--- config.mk ---
export PLATFORM = sky130hd
export DESIGN_NAME = le_write_addr_gen
export DESIGN_NICKNAME = d
export VERILOG_FILES = /design/src/rtl/le_write_addr_gen_pkg.sv /design/src/rtl/le_write_addr_gen_qpp_mod_add.sv /design/src/rtl/le_write_addr_gen.sv
export SDC_FILE = /design/constraint.sdc
export NUM_CORES = 1
export LEC_CHECK = 0
export ABC_CLOCK_PERIOD_IN_PS = 13800
export CORE_ASPECT_RATIO = 0.5
export CORE_MARGIN = 3
export CORE_UTILIZATION = 50
export CTS_CLUSTER_SIZE = 16
export DETAILED_ROUTE_END_ITERATION = 6
export PLACE_DENSITY = 0.78
export SLEW_MARGIN = 30
export SYNTH_ARGS = -nofsm -noshare
export SYNTH_HDL_FRONTEND = slang
export SYNTH_HIERARCHICAL = 1
export SYNTH_SLANG_ARGS = --single-unit
--- constraint.sdc ---
create_clock -name clk -period 13.8 [get_ports clk]
set_input_delay 3.45 -clock clk [delete_from_list [all_inputs] [get_ports clk]]
set_output_delay 3.45 -clock clk [all_outputs]
set_load 0.01 [all_outputs]
--- src/rtl/le_write_addr_gen_pkg.sv ---
// rtl/le_write_addr_gen_pkg.sv - shared widths, maximum block size and FSM state type for the Le write-address path
package le_write_addr_gen_pkg;

    localparam int LE_DATA_ADDR_W = 13;
    localparam int LE_WIN_LEN_W   = 7;
    localparam int LE_MAX_K       = 6144;

    typedef enum logic {
        S_IDLE = 1'b0,
        S_RUN  = 1'b1
    } le_wag_state_e;

endpackage

--- src/rtl/le_write_addr_gen_qpp_mod_add.sv ---
// rtl/le_write_addr_gen_qpp_mod_add.sv - combinational (x + y) mod K for operands already below K
module qpp_mod_add #(
    parameter int W = 13
) (
    input  logic [W-1:0] x_i,
    input  logic [W-1:0] y_i,
    input  logic [W-1:0] k_i,
    output logic [W-1:0] sum_o
);

    logic [W:0] sum_full;
    logic       wrap;

    assign sum_full = {1'b0, x_i} + {1'b0, y_i};
    assign wrap     = (sum_full >= {1'b0, k_i});

    // The reduced result is always below K, so W-bit wraparound arithmetic is exact.
    assign sum_o = wrap ? (x_i + y_i - k_i) : (x_i + y_i);

endmodule

--- src/rtl/le_write_addr_gen.sv ---
// rtl/le_write_addr_gen.sv - per-window natural / QPP-interleaved write-address generator for the Le buffer
module le_write_addr_gen
    import le_write_addr_gen_pkg::*;
#(
    parameter int DATA_ADDR_W = LE_DATA_ADDR_W,
    parameter int WIN_LEN_W   = LE_WIN_LEN_W
) (
    input  logic                   clk,
    input  logic                   reset,
    input  logic                   win_start,
    input  logic [WIN_LEN_W-1:0]   win_len,
    input  logic                   il_mode,
    input  logic [DATA_ADDR_W-1:0] blockSize,
    input  logic [DATA_ADDR_W-1:0] f2x2,
    input  logic [DATA_ADDR_W-1:0] Le_A_init,
    input  logic [DATA_ADDR_W-1:0] Le_Rf_init,
    input  logic [DATA_ADDR_W-1:0] Le_Rg_init,
    input  logic                   stall,
    output logic                   wr_en,
    output logic [DATA_ADDR_W-1:0] wr_addr,
    output logic                   win_done,
    output logic                   busy,
    output logic                   overlap_err
);

    le_wag_state_e          state_q, state_d;
    logic [WIN_LEN_W-1:0]   cnt_q, cnt_d;
    logic [DATA_ADDR_W-1:0] a_q, a_d, r_q, r_d, g_q, g_d;
    logic                   il_q, il_d;
    logic                   wr_en_q, wr_en_d;
    logic [DATA_ADDR_W-1:0] wr_addr_q, wr_addr_d;
    logic                   win_done_q, win_done_d;
    logic                   busy_q, busy_d;
    logic                   overlap_q, overlap_d;

    logic                   load, err, active, emit, last;
    logic [WIN_LEN_W-1:0]   src_cnt;
    logic [DATA_ADDR_W-1:0] src_a, src_r, src_g, r_sum, g_sum;
    logic                   src_il;

    // A freshly loaded window feeds the adders directly, so its first address leaves on the load edge.
    assign load    = win_start && (state_q == S_IDLE);
    assign err     = win_start && (state_q == S_RUN);
    assign src_a   = load ? Le_A_init  : a_q;
    assign src_r   = load ? Le_Rf_init : r_q;
    assign src_g   = load ? Le_Rg_init : g_q;
    assign src_cnt = load ? win_len    : cnt_q;
    assign src_il  = load ? il_mode    : il_q;
    assign active  = (load || (state_q == S_RUN)) && (src_cnt != '0);
    assign emit    = active && !stall;
    assign last    = (src_cnt == WIN_LEN_W'(1));

    qpp_mod_add #(.W(DATA_ADDR_W)) u_r_add (
        .x_i   (src_r),
        .y_i   (src_g),
        .k_i   (blockSize),
        .sum_o (r_sum)
    );

    qpp_mod_add #(.W(DATA_ADDR_W)) u_g_add (
        .x_i   (src_g),
        .y_i   (f2x2),
        .k_i   (blockSize),
        .sum_o (g_sum)
    );

    always_comb begin
        state_d    = state_q;
        cnt_d      = cnt_q;
        a_d        = a_q;
        r_d        = r_q;
        g_d        = g_q;
        il_d       = il_q;
        wr_en_d    = 1'b0;
        wr_addr_d  = wr_addr_q;
        win_done_d = 1'b0;
        overlap_d  = overlap_q | err;

        if (emit) begin
            wr_en_d    = 1'b1;
            wr_addr_d  = src_il ? src_r : src_a;
            a_d        = src_a + DATA_ADDR_W'(1);
            r_d        = r_sum;
            g_d        = g_sum;
            il_d       = src_il;
            cnt_d      = src_cnt - WIN_LEN_W'(1);
            win_done_d = last;
            state_d    = last ? S_IDLE : S_RUN;
        end else if (active) begin
            // Start accepted under stall: park the init values until the memory frees up.
            a_d     = src_a;
            r_d     = src_r;
            g_d     = src_g;
            il_d    = src_il;
            cnt_d   = src_cnt;
            state_d = S_RUN;
        end else if (load) begin
            win_done_d = 1'b1;
        end

        busy_d = (state_d == S_RUN) || (emit && last);
    end

    always_ff @(posedge clk or negedge reset) begin
        if (!reset) begin
            state_q    <= S_IDLE;
            cnt_q      <= '0;
            a_q        <= '0;
            r_q        <= '0;
            g_q        <= '0;
            il_q       <= 1'b0;
            wr_en_q    <= 1'b0;
            wr_addr_q  <= '0;
            win_done_q <= 1'b0;
            busy_q     <= 1'b0;
            overlap_q  <= 1'b0;
        end else begin
            state_q    <= state_d;
            cnt_q      <= cnt_d;
            a_q        <= a_d;
            r_q        <= r_d;
            g_q        <= g_d;
            il_q       <= il_d;
            wr_en_q    <= wr_en_d;
            wr_addr_q  <= wr_addr_d;
            win_done_q <= win_done_d;
            busy_q     <= busy_d;
            overlap_q  <= overlap_d;
        end
    end

    assign wr_en       = wr_en_q;
    assign wr_addr     = wr_addr_q;
    assign win_done    = win_done_q;
    assign busy        = busy_q;
    assign overlap_err = overlap_q;

endmodule

Yosys cells after proc, flatten, opt, wreduce, memory -nomap -nowiden
Index checks and enable logic that the tools add are counted.
{"block": "totals", "out_inout_bits": 17, "input_bits": 77, "register_bits": 65}
{"block": "classes", "n_mux": 25, "order_cmp": 2, "n_addsub": 8, "n_eq_ne": 1, "reduce_logical": 10, "bitwise": 2}
{"op": "$mux 13", "count": 12}
{"op": "$add 13x13->14", "count": 2}
{"op": "$ge 14x13->1", "count": 2}
{"op": "$add 13x13->13", "count": 2}
{"op": "$sub 13x13->13", "count": 2}
{"op": "$mux 7", "count": 3}
{"op": "$add 13x1->13 const B", "count": 1}
{"op": "$mux 1", "count": 10}
{"op": "$eq 7x1->1 const B", "count": 1}
{"op": "$reduce_bool 7->1", "count": 1}
{"op": "$sub 7x1->7 const B", "count": 1}
{"op": "$logic_and 1x1->1", "count": 5}
{"op": "$logic_or 1x1->1", "count": 2}
{"op": "$reduce_bool 2->1", "count": 1}
{"op": "$logic_not 1->1", "count": 1}
{"op": "$not 1->1", "count": 1}
{"op": "$or 1x1->1", "count": 1}

Longest topological paths before layout
Gate-level depths: netlist of the first run.
{"block": "logic_depth", "word_depth": 8, "ltp_mapped": 25, "depth_no_buf": 20}

By module
The synthesis of the first run kept the hierarchy.
{"module": "le_write_addr_gen", "n_inst": 1, "cells_per_inst": 448, "area_each_um2": 3936.3}
{"module": "qpp_mod_add", "n_inst": 2, "cells_per_inst": 191, "area_each_um2": 1428.9}

Worst setup path before layout of the first run
Ideal clock, no wire load.
{"block": "synth_path", "path_kind": "input port to flip-flop", "startpoint": "in win_start", "endpoint": "reg r_q[3]", "setup_slack_ps": 5280, "required_ps": 13667, "stages": 25, "setup_ps": 133, "arrival_ps": 8387, "path_cell_list": "buf_2 -> nand2b_1 -> buf_2 -> clkbuf_1 -> buf_2 -> mux2i_1 -> inv_1 -> ha_1 -> inv_1 -> fa_1 -> nor2b_4 -> o31a_1 -> a221oi_4 -> or4b_1 -> o211ai_2 -> ha_1 -> nand2_1 -> o21ai_0 -> o21ai_0 -> a22oi_1 -> a31oi_1 -> buf_4 -> mux2_2 -> a21oi_1 -> o21ai_0"}
{"block": "synth_between", "elab_chain_len": 6}
{"element": "start: declaration", "line_no": "le_write_addr_gen.sv:10", "text": "input logic win_start,"}
{"element": "$logic_and 1x1->1 (*)", "line_no": "le_write_addr_gen.sv:42", "text": "assign load = win_start && (state_q == S_IDLE);"}
{"element": "$mux 13 (*)", "line_no": "le_write_addr_gen.sv:45", "text": "assign src_r = load ? Le_Rf_init : r_q;"}
{"element": "via src_r[0]", "line_no": "le_write_addr_gen.sv:38", "text": "logic [DATA_ADDR_W-1:0] src_a, src_r, src_g, r_sum, g_sum;"}
{"element": "$add 13x13->13 / $add 13x13->14 (equally long branches)", "line_no": "le_write_addr_gen_qpp_mod_add.sv:18, le_write_addr_gen_qpp_mod_add.sv:14"}
{"element": "$sub 13x13->13 / $ge 14x13->1 (equally long branches)", "line_no": "le_write_addr_gen_qpp_mod_add.sv:18, le_write_addr_gen_qpp_mod_add.sv:15"}
{"element": "$mux 13 (*)", "line_no": "le_write_addr_gen_qpp_mod_add.sv:18", "text": "assign sum_o = wrap ? (x_i + y_i - k_i) : (x_i + y_i);"}
{"element": "via r_sum[3]", "line_no": "le_write_addr_gen.sv:38"}
{"element": "$mux 13 (*)", "line_no": "le_write_addr_gen.sv:79", "text": "if (emit) begin"}
{"element": "end signal: assignment", "line_no": "le_write_addr_gen.sv:121", "text": "r_q <= r_d;"}
{"element": "end: declaration", "line_no": "le_write_addr_gen.sv:28", "text": "logic [DATA_ADDR_W-1:0] a_q, a_d, r_q, r_d, g_q, g_d;"}
The timed path passes the listed nets; every way through them passes the cells marked *. The select of a mux whose other input is x is not followed.
A chain may end at the register's enable or synchronous reset.

Worst setup path in the final report of the first run
{"block": "layout_path", "startpoint": "in win_start", "endpoint": "reg r_q[6]"}
The elaborated chain is that of the path after synthesis.

==> flow_metrics.tcl, run 1 <==
set metrics [dict create \
    areaGrowthSynthToFinish_pct 20.72 \
    grt_max_degree 89 \
    dpl.hpwl_mm 13.76 \
    viasPerCell 5.945 \
    rows 29 \
    cts_tree "built" \
    grt_use_total_pct 24.35 \
    grt_pass1_vias 6094 \
    fin_tns_setup_ns 0 \
    dieArea_mm2 0.01511 \
    slowest_stage "clkdlybuf4s50_1" \
    synthArstFlopShare_pct 100.0 \
    fmax_mhz 111.5 \
    critical_path.max_stage_delay_ns 0.62 \
    end_kind "register" \
    wire_per_inst_um 16.92 \
    rsz0062_at_grt "false" \
    r2r_end "r_q[6]" \
    cts_hold_buf 0 \
    crit_required_ns 13.97 \
    crit_top_cell "o21ai_0" \
    path_cells "clkdlybuf4s50_1 -> nand2b_2 -> buf_4 -> mux2i_1 -> inv_1 -> ha_1 -> inv_1 -> fa_1 -> nor2b_4 -> o31a_1 -> a221oi_4 -> or4b_1 -> o211ai_2 -> ha_1 -> nand2_1 -> o21ai_0 -> o21ai_0 -> a22oi_1 -> a31oi_1 -> buf_4 -> mux2_2 -> a21oi_1 -> o21ai_0" \
    post_cts_buffers 0 \
    insertion_delay_ns 0.34 \
    final_cell_mix "119 x nand2_1, 92 x clkdlybuf4s50_1, 67 x inv_1" \
    drive_gt1_share_pct 8.206 \
    ios 94 \
    dr.pass1.iters 5 \
    r2r_start "state_q" \
    ys_seq_area_share_pct 23.94 \
    final_common_cell "nand2_1" \
    min_period_over_period_pct 64.97 \
    cts_buffer_depth 2 \
    ys_warn_count 6 \
    cts_made_buffers 9 \
    die_x_um 170.9 \
    clock_skew_ns 0.005942 \
    cp_top_family "compound AO/OA/AOI/OAI gates" \
    ant_nets 0 \
    finalNetCount 1043 \
    synth_edf_count 0 \
    slew_headroom_pct 39.45 \
    synth_seq_cells 65 \
    startpoint_type "input port" \
    clk_pin_slew_ns 0.06 \
    avgSynthCellArea_um2 8.186 \
    overflow 0 \
    hold_class "register to register" \
    vias 6444 \
    path_class "input port to register" \
    cp_data_arrival_time_ns 9.14 \
    grt_antenna_before_repair 0 \
    core_mm2 0.01295 \
    final_max_slew_viol_count 0 \
    worstMarginPinSlew_ns 0.9073 \
    start_util_pct 52.45 \
    path_depth 23 \
    outcome "complete, no violations" \
    synthCells 830 \
    drc 0 \
    cts-root-buf "clkbuf_16" \
    grt_pass1_wl_mm 29.81 \
    routed_wirelength_mm 18.34 \
    numPortBuffers 93 \
    gp_congestion 0.9081 \
    diodes 0 \
    cts_resized 0 \
    drv_cap 0 \
    worst_r2r_path_depth 22 \
    crit_start "win_start" \
    hold_viol_final 0 \
    clock_sinks 65 \
    regToRegSetupSlack_ns 7.89 \
    syn_area_mm2 0.006794 \
    htree_levels 3 \
    setup_viol 0 \
    synthFlopType "dfrtp_1" \
    drtIter0Drc 523 \
    cp_max_fo 44 \
    critPathBufInv 5 \
    setup.worst_path.end "r_q[6]" \
    synthesis.nets 964 \
    fp.dieH_um 88.43 \
    synth.distinct_cells 63 \
    period_minus_slack_ns 8.965 \
]
==> routing by layer <==
layer	up-vias	routed length, µm	global-route usage (%)
met2	186	8395	41.14
li1	3144	-	-
met1	3096	8538	33.60
met4	0	187	4.307
met3	18	1217	4.239
met5	-	0	0
==> cell usage after synthesis (7+ instances only) <==
cell type | instances | share of area [%]
a211oi_1 | 11 | 1.2
a21o_1 | 9 | 0.99
a21oi_1 | 48 | 3.5
a31oi_1 | 12 | 1.1
buf_2 | 7 | 0.52
clkbuf_1 | 20 | 1.1
dfrtp_1 | 65 | 24
ha_1 | 53 | 9.8
inv_1 | 67 | 3.7
mux2_1 | 11 | 1.8
mux2_2 | 36 | 6.0
mux2i_1 | 52 | 7.7
nand2_1 | 119 | 6.6
nand2b_1 | 9 | 0.83
nand3_1 | 16 | 1.2
nand4_1 | 7 | 0.64
nor2_1 | 46 | 2.5
nor2b_1 | 7 | 0.64
nor3_1 | 11 | 0.81
nor3b_1 | 9 | 0.99
o21ai_0 | 62 | 4.6
o31ai_1 | 9 | 0.99
xnor2_1 | 24 | 3.1
xor2_1 | 18 | 2.3
==> cell families after synthesis <==
group,after synthesis,synth area share (%)
multiplexers,99,15.45
AO/OA/AOI/OAI,209,20.09
adder cells (fa/ha/maj),57,10.94
flip-flops,65,23.94
AND/OR/NAND/NOR,258,18.27
XOR/XNOR,42,5.414
buffers and inverters,100,5.893
==> worst reg2reg max path: cells and delay by family (launching register included) <==
kind	cells	cell delay [ns]
AOI/OAI and AO/OA	9	1.70
and+or+nand+nor	4	0.92
buffers and inverters	4	0.92
adders and majority gates	3	0.79
muxes	2	0.78
DFF	1	0.64
==> how the worst min path moves through the flow <==
stage                 from           to  slack, ns  cells after the start
2_1_floorplan      a_q[11]      a_q[11]       0.44                      2
3_3_place_gp   overlap_err  overlap_err       0.45                      1
3_5_place_dp   overlap_err  overlap_err       0.45                      1
4_1_cts        overlap_err  overlap_err       0.46                      1
5_1_grt        overlap_err  overlap_err       0.49                      1
6_report       overlap_err  overlap_err       0.46                      1
==> cell type report <==
class / instances / area, µm²
fill: 1101 / 4752
clock inverter: 6 / 115.1
multi-input combinational: 665 / 4781
inverter: 67 / 251.5
timing repair buffer: 101 / 985.9
tap: 170 / 212.7
clock buffer: 10 / 229.0
sequential: 65 / 1627
==> per-stage QoR <==
stage / instances / cell area, µm² / utilization, % / hold WS [ns] / setup slack [ns]
global route: 1084 / 8202 / 63.32 / 0.4856 / 4.414
CTS: 1084 / 8202 / 63.32 / 0.4607 / 4.897
finish: 1084 / 8202 / 63.32 / 0.4584 / 4.835
global placement: 1068 / 7858 / 60.66 / 0.4481 / 4.792
floorplan: 830 / 6794 / - / 0.4429 / 5.280
detailed placement: 1068 / 7858 / 60.66 / 0.4477 / 4.574
==> registers in the layout, indices dropped and copies added (netlist names) <==
signal,count
a_q,13
g_q,13
r_q,13
wr_addr,13
cnt_q,7
busy,1
il_q,1
overlap_err,1
state_q,1
win_done,1
wr_en,1
Power of run 1 is left out: the tool's default activity adds up to more than one toggle a clock period on the data nets, which glitch-free logic cannot reach.
==> run 2: changes to the inputs <==
Settings changed: ABC_CLOCK_PERIOD_IN_PS 13800 to 8700.
Clock period 13.8 ns to 8.7 ns, I/O delays scaled along.
==> run 2 against run 1 <==
Effect of this change:
- hold slack better by 0.011 ns
- count of clock-buffer cells in the layout is 1 higher
- global-route usage hardly changed
- sequential cell count stayed put
- critical path type unchanged
- critical endpoint is now r_q[3]
- largest cell class unchanged
==> flow_metrics.tcl, run 2 (synthesis gave the netlist of run 1 again) <==
set metrics [dict create \
    busiest_layer "met2" \
    grt_antenna_before_repair 0 \
    clk_pin_slew_ns 0.06 \
    fp.dieH_um 88.43 \
    critical_path.max_stage_delay_ns 0.74 \
    rows 29 \
    grt_pass1_wl_mm 29.55 \
    final_cell_mix "119 x nand2_1, 92 x clkdlybuf4s50_1, 67 x inv_1" \
    numPortBuffers 93 \
    diodes 0 \
    post_cts_buffers 0 \
    wire_per_inst_um 17.02 \
    hold_class "register to register" \
    final_max_slew_viol_count 0 \
    drive_gt1_share_pct 8.004 \
    worstMarginPinSlew_ns 0.8615 \
    cts-root-buf "clkbuf_16" \
    viasPerCell 5.856 \
    outcome "complete, no violations" \
    dpl.hpwl_mm 14.17 \
    path_class "input port to register" \
    whs_ns 0.4692 \
    grt_max_degree 89 \
    dieArea_mm2 0.01511 \
    start_util_pct 52.45 \
    htree_levels 3 \
    grt_pass1_vias 5945 \
    overflow 0 \
    dr.pass1.iters 5 \
    grtUsageMet1_pct 34.87 \
    clock_skew_ns 0.006752 \
    hold_viol_final 0 \
    fill_cells 1117 \
    slew_headroom_pct 42.51 \
    cts_resized 0 \
    slowest_stage "clkdlybuf4s50_1" \
    areaGrowthSynthToFinish_pct 19.98 \
    crit_top_cell "o21ai_0" \
    cts_made_buffers 9 \
    drtIter0Drc 549 \
    regArea_mm2 0.001627 \
    end_kind "register" \
    ant_nets 0 \
    globalRouteMet3Util_pct 3.481 \
    period_minus_slack_ns 7.469 \
    finalNetCount 1043 \
    clock_sinks 65 \
    ios 94 \
    rsz0062_at_grt "false" \
    core_mm2 0.01295 \
    cts_tree "built" \
    crit_required_ns 8.88 \
    gp_congestion 0.9321 \
    fin_tns_setup_ns 0 \
    startpoint_type "input port" \
    cts_hold_buf 0 \
    grt_use_total_pct 24.36 \
    drv_cap 0 \
    die_x_um 170.9 \
    drc 0 \
    use_met2_pct 39.37 \
    routed_wirelength_mm 18.42 \
    insertion_delay_ns 0.33 \
    setup_viol 0 \
    fmax_mhz 133.9 \
    min_period_over_period_pct 85.85 \
    multiInputGateArea_mm2 0.004790 \
    cp_max_fo 18 \
    path_cells "clkdlybuf4s50_1 -> nand2b_2 -> mux2i_1 -> inv_1 -> ha_1 -> inv_1 -> fa_1 -> nor2b_4 -> o31a_1 -> a221oi_4 -> or4b_1 -> o211ai_2 -> ha_1 -> nand2_1 -> o21ai_0 -> o21ai_0 -> a22oi_1 -> a31oi_1 -> buf_4 -> mux2_2 -> a21oi_1 -> o21ai_0" \
    cp_data_arrival_time_ns 7.65 \
    final_common_cell "nand2_1" \
    vias 6336 \
    cts_buffer_depth 2 \
]
run 2: changes by cell type in the layout (fill, tap and decap cells not counted):
cell and delta:
clkbuf_8 +1, mux2i_4 +1, bufinv_16 -2, mux2i_2 -1, clkinv_2 +1, clkinv_4 -1
inv_6 -1
run 2: worst max-delay path: cells and delay by family:
| family | cells | cell delay (ns) |
|---|---|---|
| simple gates | 4 | 1.10 |
| fa+ha+maj | 3 | 0.79 |
| mux | 2 | 0.73 |
| compound gates | 9 | 1.73 |
| buf+inv | 4 | 1.12 |
run 2: cell type report:
type                       instances  area share, %
multi-input combinational        665          58.76
sequential                        65          19.95
timing repair buffer             101          12.10
inverter                          67          3.085
clock buffer                      11          2.978
tap                              170          2.609
clock inverter                     3         0.5219
run 2: routing by layer:
metal | wire length, µm | up-vias
li1 | - | 3129
met1 | 9159 | 3003
met2 | 8093 | 187
met3 | 954 | 17
met4 | 210 | 0
met5 | 0 | -
run 2: path summary, 6_finish.rpt:
| check | start | end | slack [ns] | cells after the start |
|---|---|---|---|---|
| min reg2reg | a_q[11] | a_q[11] | 0.47 | 2 |
| max reg2reg | state_q | r_q[3] | 3.01 | 21 |
| max in group asynchronous | reset | r_q[9] | 6.11 | 2 |
| max | win_start | r_q[3] | 1.23 | 22 |
| min in group asynchronous | reset | a_q[3] | 2.04 | 2 |
| min | a_q[11] | a_q[11] | 0.47 | 2 |
run 2: through the flow:
stage	worst slack (ns)	instances	util, %	area, µm²
global route	0.9000	1082	62.93	8152
finish	1.231	1082	62.93	8152
CTS	1.305	1082	62.93	8152
detailed placement	0.9653	1068	60.73	7866
floorplan	1.455	830	-	6794
global placement	1.170	1068	60.66	7858
Power of run 2 is left out for the same reason.
